**config.mk**
```make
export PLATFORM = sky130hd
export DESIGN_NAME = nibble_serial_addsub_ctrl_flat
export DESIGN_NICKNAME = d
export VERILOG_FILES = /design/src/rtl/nibble_serial_addsub_ctrl_if.sv /design/src/rtl/nibble_serial_addsub_ctrl.sv /design/src/flat_wrapper.sv
export SDC_FILE = /design/constraint.sdc
export NUM_CORES = 1
export LEC_CHECK = 0
export ABC_AREA = 0
export CORE_MARGIN = 8
export CORE_UTILIZATION = 45
export DETAILED_ROUTE_END_ITERATION = 12
export PLACE_DENSITY = 0.71
export SLEW_MARGIN = 20
export SYNTH_ARGS = -nofsm -noshare
export SYNTH_HDL_FRONTEND = slang
export SYNTH_SLANG_ARGS = --single-unit
```
**constraint.sdc**
```tcl
create_clock -name clk -period 2.1 [get_ports clk]
set_input_delay 0.315 -clock clk [delete_from_list [all_inputs] [get_ports clk]]
set_output_delay 0.315 -clock clk [all_outputs]
set_load 0.01 [all_outputs]
```
**src/rtl/nibble_serial_addsub_ctrl_if.sv**
```systemverilog
// Request/result bundle for nibble_serial_addsub_ctrl.
//   master : requester side, drives start/op/a/b and observes status and result
//   slave  : controller side, samples the request and drives busy/done/result/flags
// NIB must match the NIB of the controller it is bound to (W = 4*NIB).
interface nibble_serial_addsub_ctrl_if #(
  parameter int NIB = 4
) ();
  localparam int W = 4 * NIB;

  logic         start;
  logic         op;
  logic [W-1:0] a;
  logic [W-1:0] b;
  logic         busy;
  logic         done;
  logic [W-1:0] result;
  logic         carry_out;
  logic         overflow;

  modport master (
    output start, op, a, b,
    input  busy, done, result, carry_out, overflow
  );

  modport slave (
    input  start, op, a, b,
    output busy, done, result, carry_out, overflow
  );
endinterface

```
**src/rtl/nibble_serial_addsub_ctrl.sv**
```systemverilog
// Nibble-serial add/subtract sequencer.
// Adds or subtracts two W = 4*NIB bit words one nibble per clock through a
// single shared 4-bit add/sub core, LSB nibble first, carry registered
// between nibbles.
// Ports:
//   clk    : rising-edge clock
//   reset  : synchronous, active-high
//   bus    : slave modport of nibble_serial_addsub_ctrl_if
//            (start/op/a/b in; busy/done/result/carry_out/overflow out)

// 4-bit ripple add/sub core; control=1 inverts y so that with carryin=1 it
// computes x - y.
module nibble_addsub4 (
  input  logic [3:0] x,
  input  logic [3:0] y,
  input  logic       control,
  input  logic       carryin,
  output logic [3:0] sum,
  output logic       carryout
);
  logic [3:0] y_eff;
  logic [4:0] full;

  assign y_eff    = y ^ {4{control}};
  assign full     = {1'b0, x} + {1'b0, y_eff} + {4'b0000, carryin};
  assign sum      = full[3:0];
  assign carryout = full[4];
endmodule

// state | meaning
// IDLE  | waiting for start, result/flags hold last value
// RUN   | one nibble processed per cycle, idx = nibble index
// DONE  | one-cycle done pulse; start here begins the next RUN at once
module nibble_serial_addsub_ctrl #(
  parameter int NIB = 4
) (
  input  logic                         clk,
  input  logic                         reset,
  nibble_serial_addsub_ctrl_if.slave   bus
);
  localparam int W  = 4 * NIB;
  localparam int IW = (NIB == 1) ? 1 : $clog2(NIB) + 1;

  typedef enum logic [1:0] {IDLE, RUN, DONE} state_t;

  state_t        state, state_nxt;
  logic [W-1:0]  a_sh, b_sh, result_sh, result_nxt;
  logic [W-1:0]  result_q;
  logic          op_r, carry_reg, carry_out_q, overflow_q;
  logic [IW-1:0] idx;
  logic          accept, last;
  logic [3:0]    core_sum;
  logic          core_co;

  nibble_addsub4 u_core (
    .x        (a_sh[3:0]),
    .y        (b_sh[3:0]),
    .control  (op_r),
    .carryin  (carry_reg),
    .sum      (core_sum),
    .carryout (core_co)
  );

  assign accept = bus.start && (state == IDLE || state == DONE);
  assign last   = (state == RUN) && (idx == IW'(NIB - 1));

  // Sum nibble enters from the MSB side; after NIB shifts the word is complete.
  // Written as shift/or so it also holds for NIB=1 (W-4 = 0).
  assign result_nxt = (result_sh >> 4) | (W'(core_sum) << (W - 4));

  always_ff @(posedge clk) begin
    if (reset) state <= IDLE;
    else       state <= state_nxt;
  end

  always_comb begin
    state_nxt = state;
    case (state)
      IDLE:    if (bus.start) state_nxt = RUN;
      RUN:     if (last)      state_nxt = DONE;
      DONE:    state_nxt = bus.start ? RUN : IDLE;
      default: state_nxt = IDLE;
    endcase
  end

  always_ff @(posedge clk) begin
    if (reset) begin
      a_sh        <= '0;
      b_sh        <= '0;
      result_sh   <= '0;
      op_r        <= 1'b0;
      carry_reg   <= 1'b0;
      idx         <= '0;
      result_q    <= '0;
      carry_out_q <= 1'b0;
      overflow_q  <= 1'b0;
    end else if (accept) begin
      a_sh      <= bus.a;
      b_sh      <= bus.b;
      op_r      <= bus.op;
      carry_reg <= bus.op;
      idx       <= '0;
      result_sh <= '0;
    end else if (state == RUN) begin
      a_sh      <= a_sh >> 4;
      b_sh      <= b_sh >> 4;
      result_sh <= result_nxt;
      carry_reg <= core_co;
      idx       <= idx + 1'b1;
      if (last) begin
        result_q    <= result_nxt;
        carry_out_q <= core_co;
        // Signed overflow: operands (after effective inversion) agree in sign
        // but the sum's sign differs.
        overflow_q  <= (a_sh[3] == (b_sh[3] ^ op_r)) && (core_sum[3] != a_sh[3]);
      end
    end
  end

  assign bus.busy      = (state == RUN);
  assign bus.done      = (state == DONE);
  assign bus.result    = result_q;
  assign bus.carry_out = carry_out_q;
  assign bus.overflow  = overflow_q;
endmodule

```
**src/flat_wrapper.sv**
```systemverilog
// flat-port wrapper written by rule: the top's interface ports become plain ports
module nibble_serial_addsub_ctrl_flat 
#(
  parameter int NIB = 4
)
  (clk, reset, bus_start, bus_op, bus_a, bus_b, bus_busy, bus_done, bus_result, bus_carry_out, bus_overflow);
  nibble_serial_addsub_ctrl_if #(.NIB(NIB)) bus_i ();
  input  logic clk;
  input  logic reset;
  input wire logic [$bits(bus_i.start)-1:0] bus_start;
  input wire logic [$bits(bus_i.op)-1:0] bus_op;
  input wire logic [$bits(bus_i.a)-1:0] bus_a;
  input wire logic [$bits(bus_i.b)-1:0] bus_b;
  output wire logic [$bits(bus_i.busy)-1:0] bus_busy;
  output wire logic [$bits(bus_i.done)-1:0] bus_done;
  output wire logic [$bits(bus_i.result)-1:0] bus_result;
  output wire logic [$bits(bus_i.carry_out)-1:0] bus_carry_out;
  output wire logic [$bits(bus_i.overflow)-1:0] bus_overflow;
  assign bus_i.start = bus_start;
  assign bus_i.op = bus_op;
  assign bus_i.a = bus_a;
  assign bus_i.b = bus_b;
  assign bus_busy = bus_i.busy;
  assign bus_done = bus_i.done;
  assign bus_result = bus_i.result;
  assign bus_carry_out = bus_i.carry_out;
  assign bus_overflow = bus_i.overflow;
  nibble_serial_addsub_ctrl #(.NIB(NIB)) u_core (.clk(clk), .reset(reset), .bus(bus_i));
endmodule
```
==> results.sh <==
export IMPL_io_pins=56
export IMPL_avgSynthCellArea_um2=8.79
export IMPL_clock_sinks=69
export IMPL_via_per_inst=5.43
export IMPL_die_h_um=96.3
export IMPL_cts_buffer_depth=2
export IMPL_grt_use_total_pct=15.3
export IMPL_seq_area_frac_synth_pct=47.6
export IMPL_cts_buffers=9
export IMPL_nets=419
export IMPL_max_stage_delay_ns=0.57
export IMPL_holdPathStages=2
export IMPL_hpwl_mm=4.55
export IMPL_fin_crit_sh_pct=92.9
export IMPL_port_buffers=55
export IMPL_routed_wl_mm=6.65
export IMPL_drive_above_1_share_pct=8.18
export IMPL_skew_ns=0.00802
export IMPL_finalHoldViolations=0
export IMPL_synth_area_mm2=0.00290
export IMPL_postRouteAntennaNets=0
export IMPL_cts_setup_buffers=0
export IMPL_placed_area_mm2=0.00343
export IMPL_area_growth_pct=24.2
export IMPL_status="finished, final reports clean"
export IMPL_fin_crit_ns=1.95
export IMPL_hold_start="reset"
export IMPL_cts_max_level=3
export IMPL_whs_endpoint="u_core.a_sh[9]$_SDFFE_PP0P_"
export IMPL_grt_first_pass_wirelength_mm=11.1
export IMPL_synthCells=330
export IMPL_num_fill_cells=597
export IMPL_reg2reg_from="u_core.op_r$_SDFFE_PP0P_"
export IMPL_antenna_cells=0
export IMPL_ir_worst_vdd_uv=408
export IMPL_worstPathRequired_ns=1.78
export IMPL_grt_setup_unrepaired="no"
export IMPL_fin_ws_ns=0.149
export IMPL_dr_pass1_iters=5
export IMPL_startpoint="u_core.state[1]$_SDFFE_PP0P_"
export IMPL_crit_chain="nand2b_2 > inv_6 > clkdlybuf4s50_1"
export IMPL_drt_iter0_drc=132
export IMPL_grt_ovfl_total=0
export IMPL_drv_slew=0
export IMPL_r2r_end="u_core.bus.carry_out$_SDFFE_PP0P_"
export IMPL_p_leak_nw=1.31
export IMPL_max_freq_mhz=512
export IMPL_fin_tns_setup_ns=0
export IMPL_tritoncts="yes"
export IMPL_r2r_cells=7
export IMPL_yosysMostFrequentCell="dfxtp_1"
export IMPL_cp_max_fo=23
export IMPL_syn_nets=373
export IMPL_drc_errors=0
export IMPL_total_power_w=0.00268
export IMPL_min_path_type="input port to register"
export IMPL_critPathKind="register to output pin"
export IMPL_setup_viol=0
export IMPL_worst_slew_pin_slew_ns=0.477
export IMPL_clock_latency_ns=0.35
export IMPL_start_kind="register"
export IMPL_synth_area_top_cells="dfxtp_1 (48%), a21oi_1 (10%), nand2_1 (7.2%)"
export IMPL_dieWidth_um=96.3
export IMPL_start_util_pct=46.2
export IMPL_synth_edf_count=0
export IMPL_critical_path_slowest_cell="clkdlybuf4s50_1"
export IMPL_p_per_area_mw_per_mm2=743
export IMPL_synth_common_cells="dfxtp_1 (69), a21oi_1 (59), nand2_1 (56)"
export IMPL_clkTransAtPathRegs_ns=0.07
export IMPL_end_kind="output pin"
export IMPL_yosys_area_top_type="dfxtp_1"
export IMPL_num_rows=29
export IMPL_core_area_mm2=0.00628
export IMPL_reg2reg_slack_ns=0.23
export IMPL_dieArea_mm2=0.00927
export IMPL_grt_pass1_vias=2435
export IMPL_synth_warnings=0
export IMPL_ys_async_sr_fraction_pct=0
export IMPL_grt_max_degree=46
export IMPL_vias=2476
export IMPL_synthFlopType="dfxtp_1"
export IMPL_gp_congestion=0.801
export IMPL_cts_root_buf="clkbuf_8"
export IMPL_drv_cap=0
export IMPL_fin_area_mm2=0.00360
export IMPL_arrival_ns=1.64
export IMPL_post_drt_wl_per_cell_um=14.6
export IMPL_synth_seq_cells=69
export IMPL_dp_slack_ns=0.245
export IMPL_yosysUniqueCellTypes=38
export IMPL_timing_slew_headroom_pct=68.2
export IMPL_yosysTopAreaCellShare_pct=47.6
export IMPL_antenna_found_initial=0
==> worst max-delay path by stage <==
stage	end	slack, ns
2_1_floorplan	u_core.carry_reg$_SDFFE_PP0P_	0.25
3_3_place_gp	u_core.bus.carry_out$_SDFFE_PP0P_	0.28
3_5_place_dp	u_core.carry_reg$_SDFFE_PP0P_	0.24
4_1_cts	bus_busy	0.04
5_1_grt	bus_busy	0.07
6_report	bus_busy	0.15
==> per-stage QoR <==
step / std cells / hold slack (ns) / utilization, %
5_1_grt: 456 / 0.420 / 57.4
3_5_place_dp: 442 / 0.445 / 54.7
2_1_floorplan: 330 / 0.432 / -
6_report: 456 / 0.414 / 57.4
3_3_place_gp: 442 / 0.442 / 54.7
4_1_cts: 456 / 0.396 / 57.3
==> area by class of cell <==
class / instances / area (um^2) / share of cell area (%)
multi-input cells: 227 / 1320 / 36.7
repair buffers: 64 / 613 / 17.0
clock buffers: 12 / 155 / 4.31
flip-flops and latches: 69 / 1380 / 38.4
well taps: 77 / 96.3 / 2.68
inverters: 5 / 23.8 / 0.660
clock inverters: 2 / 10.0 / 0.278
==> cell families after synthesis <==
kind of cell    count (synthesis)  share of synthesized area [%]
fa+ha+maj                       7                           3.54
simple gates                  117                           19.6
flops                          69                           47.6
xor+xnor                        6                           1.81
compound gates                 97                           20.4
buf+inv                        34                           7.03
==> worst max-delay path, delay by kind of cell (launching register included) <==
kind	cells	cell delay (ns)
buffers and inverters	2	0.73
DFF	1	0.34
and+or+nand+nor	1	0.22
==> where the power goes <==
group	internal (W)	switching [W]
combinational	0.000157	0.000188
clock	0.000476	0.000456
sequential	0.00136	0.0000356
==> routing by layer <==
metal / routed length (um) / GRT usage [%] / vias to the layer above
met4: 116 / 7.17 / 0
met2: 3150 / 24.5 / 70
met3: 410 / 4.45 / 13
met1: 2980 / 18.6 / 1147
li1: - / - / 1246
met5: 0 / 0 / -
==> what timing repair did <==
action	in CTS	in global routing
resized for setup	0	1
hold endpoints to repair	0	0
setup endpoints to repair	0	1
hold buffers	0	0
==> layout by cell type (no fill, tap or decap), drive strengths merged, types with 2 or more instances in the layout <==
master and count:
a211oi 6, xnor2 3, clkbuf 12, a211o 2
and3b 2, nand2 56, ha 5, nand2b 4
nor4b 2, dfxtp 69, nand3 32, clkinv 2
nor3b 3, buf 10, nand3b 3, nor2 9
fa 2, a21oi 59, xor2 3, a22oi 24
clkdlybuf4s50 54, inv 5
No activity file was read; power rests on OpenSTA's default activity.
